$ cat src/rtl/sevenseg_scan_driver_pkg.sv
// Shared definitions for the seven-segment scan driver.
//   SEG_OFF    : all segments dark (active-high encoding)
//   hex_to_seg : hex nibble -> segments, active-high, order {g,f,e,d,c,b,a}
package sevenseg_pkg;

   localparam logic [6:0] SEG_OFF = 7'b0000000;

   function automatic logic [6:0] hex_to_seg(input logic [3:0] hex);
      logic [6:0] s;
      case (hex)
         4'h0:    s = 7'b0111111;
         4'h1:    s = 7'b0000110;
         4'h2:    s = 7'b1011011;
         4'h3:    s = 7'b1001111;
         4'h4:    s = 7'b1100110;
         4'h5:    s = 7'b1101101;
         4'h6:    s = 7'b1111101;
         4'h7:    s = 7'b0000111;
         4'h8:    s = 7'b1111111;
         4'h9:    s = 7'b1101111;
         4'hA:    s = 7'b1110111;
         4'hB:    s = 7'b1111100;
         4'hC:    s = 7'b0111001;
         4'hD:    s = 7'b1011110;
         4'hE:    s = 7'b1111001;
         default: s = 7'b1110001; // F
      endcase
      return s;
   endfunction

endpackage

$ cat src/rtl/sync_edge_detect.sv
// Synchronizes an asynchronous level and flags each rising edge with a
// single-cycle pulse. All flops reset to 1 so that a source which is itself
// high out of reset produces no edge when reset is released.
//   clk   : system clock
//   reset : asynchronous, active-high
//   d     : asynchronous input level
//   rise  : one clk-cycle pulse per rising edge of d
module sync_edge_detect #(
   parameter int STAGES = 2
) (
   input  logic clk,
   input  logic reset,
   input  logic d,
   output logic rise
);

   logic [STAGES-1:0] sync_q;
   logic              prev_q;

   always_ff @(posedge clk or posedge reset) begin
      if (reset) begin
         sync_q <= '1;
         prev_q <= 1'b1;
      end else begin
         sync_q <= {sync_q[STAGES-2:0], d};
         prev_q <= sync_q[STAGES-1];
      end
   end

   // High for exactly one cycle no matter how long d stays high.
   assign rise = sync_q[STAGES-1] & ~prev_q;

endmodule

$ cat src/rtl/sevenseg_scan_driver.sv
// Multiplexes NUM_DIGITS hex digits onto a shared seven-segment bus, stepping
// one digit per rising edge of the (asynchronous) divided scan clock. Display
// data is captured as a whole-frame snapshot when the scan wraps to digit 0,
// so a value is never shown half old, half new.
//   clk, reset   : system clock, asynchronous active-high reset
//   scan_clk_in  : divided scan clock (async)
//   value        : hex nibbles, digit 0 = value[3:0]
//   dp_in        : decimal point per digit
//   blank_in     : 1 = digit forced dark
//   lz_suppress  : 1 = leading zero digits dark
//   an, seg, dp  : registered anode enables / segments {g..a} / decimal point
//   frame_start  : one-cycle pulse in the cycle a new snapshot is held
module sevenseg_scan_driver
   import sevenseg_pkg::*;
#(
   parameter int NUM_DIGITS  = 4,
   parameter int SYNC_STAGES = 2,
   parameter bit ACTIVE_LOW  = 1'b1
) (
   input  logic                    clk,
   input  logic                    reset,
   input  logic                    scan_clk_in,
   input  logic [4*NUM_DIGITS-1:0] value,
   input  logic [NUM_DIGITS-1:0]   dp_in,
   input  logic [NUM_DIGITS-1:0]   blank_in,
   input  logic                    lz_suppress,
   output logic [NUM_DIGITS-1:0]   an,
   output logic [6:0]              seg,
   output logic                    dp,
   output logic                    frame_start
);

   localparam int IDX_W = (NUM_DIGITS > 1) ? $clog2(NUM_DIGITS) : 1;
   localparam logic [IDX_W-1:0]      LAST_IDX  = IDX_W'(NUM_DIGITS - 1);
   localparam logic [NUM_DIGITS-1:0] AN_POL    = {NUM_DIGITS{ACTIVE_LOW}};
   localparam logic [6:0]            SEG_POL   = {7{ACTIVE_LOW}};

   logic                    tick;
   logic                    wrap;
   logic [IDX_W-1:0]        idx_q, idx_d;
   logic                    tick_q;
   logic                    frame_start_q;
   logic [4*NUM_DIGITS-1:0] value_q;
   logic [NUM_DIGITS-1:0]   dp_q, blank_q;
   logic                    lz_q;
   logic [NUM_DIGITS-1:0]   an_q, an_d;
   logic [6:0]              seg_q, seg_d;
   logic                    dp_q_out, dp_d;

   sync_edge_detect #(.STAGES(SYNC_STAGES)) u_scan_edge (
      .clk   (clk),
      .reset (reset),
      .d     (scan_clk_in),
      .rise  (tick)
   );

   assign wrap = (idx_q == LAST_IDX);

   always_comb begin
      idx_d = idx_q;
      if (tick) idx_d = wrap ? '0 : idx_q + IDX_W'(1);
   end

   // Index, snapshot and the delayed tick that loads the output register.
   // Starting at the last digit makes the very first tick wrap and snapshot.
   always_ff @(posedge clk or posedge reset) begin
      if (reset) begin
         idx_q         <= LAST_IDX;
         tick_q        <= 1'b0;
         frame_start_q <= 1'b0;
         value_q       <= '0;
         dp_q          <= '0;
         blank_q       <= '0;
         lz_q          <= 1'b0;
      end else begin
         idx_q         <= idx_d;
         tick_q        <= tick;
         frame_start_q <= tick & wrap;
         if (tick && wrap) begin
            value_q <= value;
            dp_q    <= dp_in;
            blank_q <= blank_in;
            lz_q    <= lz_suppress;
         end
      end
   end

   // Next output word for the current digit, built from the snapshot only.
   always_comb begin
      logic                  zero_run;
      logic [NUM_DIGITS-1:0] lz_dark;
      logic [NUM_DIGITS-1:0] an_hi;
      logic [3:0]            cur_nib;
      logic                  cur_blank, cur_lz, cur_dp, lit;

      // Walk from the most significant digit down; a digit is leading-zero
      // dark while every nibble at or above it is zero. Digit 0 never is.
      zero_run = 1'b1;
      lz_dark  = '0;
      for (int i = NUM_DIGITS - 1; i >= 0; i--) begin
         zero_run   = zero_run & (value_q[4*i +: 4] == 4'h0);
         lz_dark[i] = (i != 0) && lz_q && zero_run;
      end

      cur_nib   = value_q[{idx_q, 2'b00} +: 4];
      cur_blank = blank_q[idx_q];
      cur_lz    = lz_dark[idx_q];
      cur_dp    = dp_q[idx_q];
      lit       = ~cur_blank & ~cur_lz;

      // An lz-dark digit keeps its anode on only to show a requested dp.
      an_hi        = '0;
      an_hi[idx_q] = ~cur_blank & (~cur_lz | cur_dp);

      an_d  = an_hi ^ AN_POL;
      seg_d = (lit ? hex_to_seg(cur_nib) : SEG_OFF) ^ SEG_POL;
      dp_d  = (~cur_blank & cur_dp) ^ ACTIVE_LOW;
   end

   // Loaded one cycle after the tick, once idx and the snapshot have settled;
   // holds otherwise, so nothing lights between reset and the first edge.
   always_ff @(posedge clk or posedge reset) begin
      if (reset) begin
         an_q     <= AN_POL;
         seg_q    <= SEG_POL;
         dp_q_out <= ACTIVE_LOW;
      end else if (tick_q) begin
         an_q     <= an_d;
         seg_q    <= seg_d;
         dp_q_out <= dp_d;
      end
   end

   assign an          = an_q;
   assign seg         = seg_q;
   assign dp          = dp_q_out;
   assign frame_start = frame_start_q;

endmodule

$ cat config.mk
export PLATFORM = sky130hd
export DESIGN_NAME = sevenseg_scan_driver
export DESIGN_NICKNAME = d
export VERILOG_FILES = /design/src/rtl/sevenseg_scan_driver_pkg.sv /design/src/rtl/sync_edge_detect.sv /design/src/rtl/sevenseg_scan_driver.sv
export SDC_FILE = /design/constraint.sdc
export NUM_CORES = 1
export LEC_CHECK = 0
export CORE_ASPECT_RATIO = 1.2
export CORE_MARGIN = 2
export CORE_UTILIZATION = 51
export CTS_CLUSTER_SIZE = 24
export DETAILED_ROUTE_END_ITERATION = 10
export GPL_TIMING_DRIVEN = 1
export PLACE_DENSITY = 0.78
export SETUP_SLACK_MARGIN = 0.1
export SKIP_LAST_GASP = 1
export SLEW_MARGIN = 0
export SYNTH_ARGS = -nofsm -noshare
export SYNTH_HDL_FRONTEND = slang
export SYNTH_HIERARCHICAL = 1
export SYNTH_SLANG_ARGS = --single-unit
$ cat constraint.sdc
create_clock -name clk -period 4.4 [get_ports clk]
set_clock_uncertainty 0.1 [all_clocks]
set_input_delay 0.66 -clock clk [delete_from_list [all_inputs] [get_ports clk]]
set_output_delay 0.66 -clock clk [all_outputs]
set_load 0.01 [all_outputs]
# Yosys cells after proc, flatten, opt, wreduce, memory -nomap -nowiden
# Memory sizes are Yosys's and may differ from the RTL's.
# Cells that the tools add are included.
[word_totals]
ff_bits = 44
mem_bits_ro = 112
output_inout_bits = 13
memories = 1
[mem_list]
columns = ["name", "words", "word_bits", "rd", "rd_clocked_by_memory_dff", "wr", "line_no", "source"]
rows = [
  ["(name not given)", 16, 7, 1, 0, 0, "sevenseg_scan_driver_pkg.sv:10", "case (hex)"],
]
[op_classes]
add_sub_neg = 1
order_cmp = 2
eq_ne = 1
n_shift = 1
muxes = 10
n_bitwise = 15
reduce_logical = 8
[op_table]
columns = ["operator", "count"]
rows = [
  ["$shiftx 16x5->4", 1],
  ["$logic_not 4->1", 3],
  ["$and 1x1->1", 7],
  ["$mux 7", 1],
  ["$not 7->7", 1],
  ["$bmux 1 s2", 3],
  ["$logic_and 1x1->1", 5],
  ["$and 4x4->4", 1],
  ["$mux 1", 4],
  ["$not 1->1", 4],
  ["$not 4->4", 1],
  ["$lt 2x3->1 const B", 1],
  ["$add 2x1->2 const B", 1],
  ["$demux 1 s2", 1],
  ["$eq 2x2->1 const B", 1],
  ["$ge 2x1->1 const B", 1],
  ["$mux 2", 1],
  ["$or 1x1->1", 1],
]

# Depth between registers and ports, before layout
# Gate-level depths: netlist of the first run.
[logic_depth]
depth_word = 11
mapped_depth = 8
mapped_depth_nobuf = 6

# Cells and area by module
# Netlist of the first run, hierarchy kept.
[by_module_without_submodules]
columns = ["module", "instances", "cells_each", "area_each_um2"]
rows = [
  ["sevenseg_scan_driver", 1, 167, 2097.0],
  ["sync_edge_detect", 1, 5, 96.3],
]

# Worst setup path after synthesis of the first run
# OpenSTA, ideal clock, no wires.
[synth_path]
kind = "register to register"
startpoint = "register idx_q[0]"
endpoint = "register seg_q[0] (netlist: seg[0])"
setup_time_ps = 78
t_arrival_ps = 2171
required_ps = 4222
slack_ps = 2051
path_stages_with_launch = 7
n_path_buf = 1
cell_sequence = "dfstp_2 buf_6 mux4_1 ha_1 a2111oi_0 nor4_1 o22a_2"
[synth_via]
elab_chain_cells = 6
[synth_lines]
columns = ["element", "line_no", "source"]
rows = [
  ["start, declared", "sevenseg_scan_driver.sv:40", "logic [IDX_W-1:0] idx_q, idx_d;"],
  ["start signal, assigned", "sevenseg_scan_driver.sv:76", "idx_q <= idx_d;"],
  ["branches (longest 4 deep; another with $mem_v2 16x7)", "n/a", ""],
  ["$mux 7 (*)", "sevenseg_scan_driver.sv:116", "seg_d = (lit ? hex_to_seg(cur_nib) : SEG_OFF) ^ SEG_POL;"],
  ["$not 7->7 (no line) (*)", "n/a", ""],
  ["end signal, assigned", "sevenseg_scan_driver.sv:129", "seg_q <= seg_d;"],
  ["end, declared", "sevenseg_scan_driver.sv:47", "logic [6:0] seg_q, seg_d;"],
]
# Every way passes the cells marked *. The select of a mux whose other input is x is not followed.
# A chain may end at the register's enable or synchronous reset.

# Worst setup path after layout of the first run
# Ends and elaborated chain as after synthesis.

==> impl_metrics.toml, run 1 <==
[timing]
fin_crit_sh_pct = 58.4
worst_pin_slew_ns = 1.17
max_freq_mhz = 389
period_minus_slack_ns = 2.57
finalSetupViolations = 0
setup_tns_ns = 0
maxSlewViolCount = 0
relSlewSlack_pct = 22.0
rsz0062_at_grt = "no"
hold_viol = 0

[die]
fp.dieH_um = 75.8
num_rows = 26
die_x_um = 63.9
initial_core_util_pct = 52.3
dieArea_um2 = 4840
core_um2 = 4200
ios = 41

[global_route]
met1_usage_pct = 22.8
grt_max_degree = 33
antenna_found_initial = 0
met2_usage_pct = 33.1
overflow = 0
grt.busiest_layer = "met2"
grtUsageMet3_pct = 4.28
grt_pass1_wl_mm = 6.98
grt_pass1_vias = 1502
track_usage_pct = 19.1

[power_and_ir_drop]
p_per_area_nw_per_um2 = 719
ir_worst_vdd_uv = 370
p_leak_nw = 1.13

[drt]
drt_first_iter_violations = 62
viasPerCell = 5.49
wl_mm = 4.19
wl_per_cell_um = 15.5
vias = 1483
dr.pass1.iters = 4
post-route-drc-count = 0
antenna_left = 0

[worst_setup_path]
r2r_start = "idx_q[0]"
crit_required_ns = 4.53
end_kind = "flop"
reg2regPathDepth = 5
cp_max_fo = 12
r2r_slack_ns = 1.83
crit_type = "reg -> reg"
reg2reg_to = "seg[0]"
critPathLaunchType = "flop"
crit_arrival_ns = 2.70

[layout]
antenna_cells = 0
fin_area_um2 = 2710
area_delta_synth_final_pct = 23.7
final_common_cell = "clkdlybuf4s50_1"
layout-drive-gt1-share_pct = 29.4
nets = 251
layout_common_cells = "clkdlybuf4s50_1 (40), dfrtp_1 (27), mux2_2 (25)"

[placed_design]
port_buffers = 40
postPlaceCellArea_um2 = 2620
gp_congestion = 1.08
post-dp-hpwl_mm = 3.29

[synth]
synth_xor_area_share_pct = 1.20
netlist.area_leader.share_pct = 30.8
syn_nets = 210
yosysSeqAreaShare_pct = 51.2
ys_ff_latch = 44
syn_inst = 172
synth_top_family_by_area = "multiplexers"
synth_warnings = 6
synth_ff_type = "dfrtp_1"
synth_cell_types = 32
synth_edf_count = 0
synth_simple_gate_area_share_pct = 7.82
synth_compound_area_share_pct = 8.84
synth-adder-area-share_pct = 5.70
synth.area.top_cells = "dfrtp_1 (31%), dfstp_2 (20%), mux2_2 (13%)"
synth.area.mux_share_pct = 21.0
syn_avg_cell_area_um2 = 12.8
synthesis.area_um2 = 2190
async_reset_ff_share_pct = 100
yosysTopAreaCell = "dfrtp_1"

[clock_tree]
numClockSinks = 44
clk_latency_ns = 0.29
post_cts_resized = 0
cts_setup_buffers = 0
cts_root_buffer = "clkbuf_8"
clk_pin_slew_ns = 0.08
cts_max_level = 2
tritoncts = "done"
ctsHoldBuffers = 0
numCtsBuffers = 5
cts_buffer_depth = 2

[min_path]
hold_depth = 0
min_from = "u_scan_edge/sync_q[0]"
min_to = "u_scan_edge/sync_q[1]"
hold_class = "reg -> reg"

[run_status]
outcome = "complete, no violations"

[run]
maxCapViolCount = 0
==> final cells by class <==
| class | instances | area (um^2) |
|---|---|---|
| Fill cell | 338 | 1480 |
| Sequential cell | 44 | 1120 |
| Multi-Input combinational cell | 110 | 977 |
| Timing Repair Buffer | 41 | 408 |
| Clock buffer | 7 | 86.3 |
| Tap cell | 56 | 70.1 |
| Inverter | 11 | 41.3 |
| Clock inverter | 1 | 7.51 |
==> power by group <==
| group | total (W) | switching, W | internal (W) |
|---|---|---|---|
| sequential | 0.000781 | 0.000164 | 0.000617 |
| clock | 0.000258 | 0.000130 | 0.000128 |
| combinational | 0.000913 | 0.000430 | 0.000483 |
| total | 0.00195 | 0.000724 | 0.00123 |
==> critical path: stages, from the launching register on <==
cell and delay, ns:
dfstp_2 0.69, mux4_1 0.69, ha_1 0.32, a2111oi_0 0.40, nor4_1 0.11, o22a_2 0.19
==> cells in the mapped netlist (4+ instances only) <==
master / instances
mux2i_1: 4
ha_1: 10
mux4_2: 5
o21ai_0: 6
a21oi_1: 7
dfrtp_1: 27
nor2_1: 15
inv_1: 11
dfstp_2: 17
mux2_2: 25
nand2_1: 9
==> how the worst max path moves through the flow <==
stage                     startpoint      to  slack, ns  depth (start not counted)
after global placement      idx_q[0]  seg[0]       1.93                          5
after CTS                   idx_q[0]  seg[0]       1.84                          5
final                       idx_q[0]  seg[0]       1.83                          5
after floorplan             idx_q[0]  seg[0]       2.05                          6
after detailed placement    idx_q[0]  seg[0]       1.86                          5
after global routing        idx_q[0]  seg[0]       1.66                          5
==> metal layers <==
metal,up-vias,wire (um)
li1,693,-
met1,729,1720
met2,48,2180
met3,13,166
met4,0,121
met5,-,0
==> registers in the layout (all words and copies together), names as in the netlist <==
signal / cells
dp_q: 4
frame_start: 1
lz_q: 1
value_q: 16
u_scan_edge/sync_q: 2
tick_q: 1
idx_q: 2
blank_q: 4
dp: 1
u_scan_edge/prev_q: 1
seg: 7
an: 4
==> stage by stage <==
step | instances | utilization (%) | hold slack [ns] | setup WS [ns] | total power [W]
after floorplan | 172 | - | 0.245 | 2.05 | 0.00144
after global placement | 262 | 62.4 | 0.247 | 1.93 | 0.00162
after detailed placement | 262 | 62.4 | 0.252 | 1.86 | 0.00170
after CTS | 270 | 64.6 | 0.264 | 1.84 | 0.00196
after global routing | 270 | 64.6 | 0.267 | 1.66 | 0.00208
final | 270 | 64.6 | 0.261 | 1.83 | 0.00195
==> kinds of logic after synthesis <==
group,after synthesis
flip-flops,44
multiplexers,35
AND/OR/NAND/NOR,35
buffers and inverters,18
adder cells (fa/ha/maj),10
XOR/XNOR,3
AO/OA/AOI/OAI,27
(Power assumes the default switching activity.)
==> run 2: changes to the inputs <==
Settings changed: CORE_UTILIZATION 51 to 47, PLACE_DENSITY 0.78 to 0.76.
Clock period 4.4 ns to 2.3 ns, I/O delays scaled along.
==> impl_metrics.toml, run 2 (synthesis results as in run 1) <==
[timing]
rsz0062_at_grt = "yes"
fin_crit_sh_pct = 92.4
maxSlewViolCount = 0
finalSetupViolations = 0
worst_pin_slew_ns = 0.497
hold_viol = 0
max_freq_mhz = 471
setup_tns_ns = 0
period_minus_slack_ns = 2.12
relSlewSlack_pct = 66.9

[global_route]
grt_max_degree = 42
overflow = 0
grt_pass1_wl_mm = 6.62
met1_usage_pct = 23.4
grt_pass1_vias = 1382
met2_usage_pct = 25.4
grt.busiest_layer = "met2"
grtUsageMet3_pct = 4.39
track_usage_pct = 16.7
antenna_found_initial = 0

[clock_tree]
cts_max_level = 2
numClockSinks = 44
tritoncts = "done"
numCtsBuffers = 5
cts_buffer_depth = 2
clk_pin_slew_ns = 0.08
clk_latency_ns = 0.29
cts_root_buffer = "clkbuf_8"

[layout]
largest-register = "value_q"
layout-drive-gt1-share_pct = 35.0
final_common_cell = "clkdlybuf4s50_1"
fillers = 373
layout_common_cells = "clkdlybuf4s50_1 (40), dfrtp_1 (27), mux2_2 (25)"
antenna_cells = 0
area_delta_synth_final_pct = 28.6
final_cell_count_no_fill = 278
largest_register_ffs = 16
nets = 257

[drt]
wl_mm = 3.98
drt_first_iter_violations = 86
viasPerCell = 5.28
wl_per_cell_um = 14.3
antenna_left = 0
post-route-drc-count = 0
vias = 1468
dr.pass1.iters = 4

[die]
num_rows = 27
die_x_um = 66.4
core_um2 = 4530
initial_core_util_pct = 48.5
fp.dieH_um = 78.8
dieArea_um2 = 5230
ios = 41

[placed_design]
post-dp-hpwl_mm = 2.95
dpl.cell_count = 267
port_buffers = 40
gp_congestion = 0.879

[worst_setup_path]
end_kind = "flop"
cp_max_fo = 6
crit_required_ns = 2.44
critPathLaunchType = "flop"
crit_arrival_ns = 2.26
crit_type = "reg -> reg"

[min_path]
hold_class = "reg -> reg"

[power_and_ir_drop]
p_per_area_nw_per_um2 = 1400
p_leak_nw = 1.17
ir_worst_vdd_uv = 727

[run]
maxCapViolCount = 0

[run_status]
outcome = "complete, no violations"
run 2: changes by cell type in the layout (fill, tap and decap cells not counted), moves of 2 or more:
cell      previous run  this run
clkinv_2             0         2
buf_4                1         5
inv_1               11         9
ha_1                10         8
inv_2                0         2
run 2: timing repair:
item                       in CTS  in global routing
hold buffers                    0                  0
buffers inserted                0                  3
resized for setup               0                  7
setup endpoints to repair       0                  6
run 2: critical path, stage by stage, from the launching register on:
cell and delay, ns:
dfstp_2 0.60, mux4_2 0.59, inv_2 0.12, ha_1 0.18, nor2_1 0.07, nor4_2 0.25
o22a_2 0.16
run 2: final timing paths:
| path | startpoint | end | slack, ns | cells after the start |
|---|---|---|---|---|
| worst max-delay path | idx_q[1] | seg[0] | 0.18 | 6 |
| worst min-delay path | u_scan_edge/sync_q[0] | u_scan_edge/sync_q[1] | 0.26 | 0 |
| worst max register to register | idx_q[1] | seg[0] | 0.18 | 6 |
| worst min register to register | u_scan_edge/sync_q[0] | u_scan_edge/sync_q[1] | 0.26 | 0 |
| max in group asynchronous | reset | idx_q[1] | 1.34 | 3 |
| min in group asynchronous | reset | u_scan_edge/prev_q | 0.32 | 2 |
run 2: power by group:
group	total, W	switching (W)	internal (W)
Clock	0.000485	0.000246	0.000240
Combinational	0.00203	0.000963	0.00107
Sequential	0.00143	0.000252	0.00118
run 2: per-stage QoR:
stage | util [%] | setup slack (ns) | cell area, um^2 | hold WS, ns | total power [W]
global route | 62.3 | 0.0805 | 2820 | 0.265 | 0.00425
floorplan | - | 0.0914 | 2210 | 0.178 | 0.00280
finish | 62.3 | 0.175 | 2820 | 0.258 | 0.00395
CTS | 60.7 | 0.103 | 2750 | 0.261 | 0.00377
detailed placement | 58.7 | 0.117 | 2660 | 0.250 | 0.00328
global placement | 58.7 | 0.100 | 2660 | 0.246 | 0.00323
run 2: area by class of cell:
type | instances | area [um^2] | area share [%]
repair buffers | 47 | 469 | 16.6
flip-flops and latches | 44 | 1120 | 39.8
inverters | 11 | 41.3 | 1.46
clock inverters | 2 | 10.0 | 0.355
well taps | 58 | 72.6 | 2.57
multi-input cells | 110 | 1020 | 36.2
clock buffers | 6 | 82.6 | 2.93
run 2: metal layers:
layer | wire [um] | up-vias
met4 | 30 | 0
met5 | 0 | -
met1 | 1710 | 722
met3 | 173 | 4
met2 | 2070 | 37
li1 | - | 705
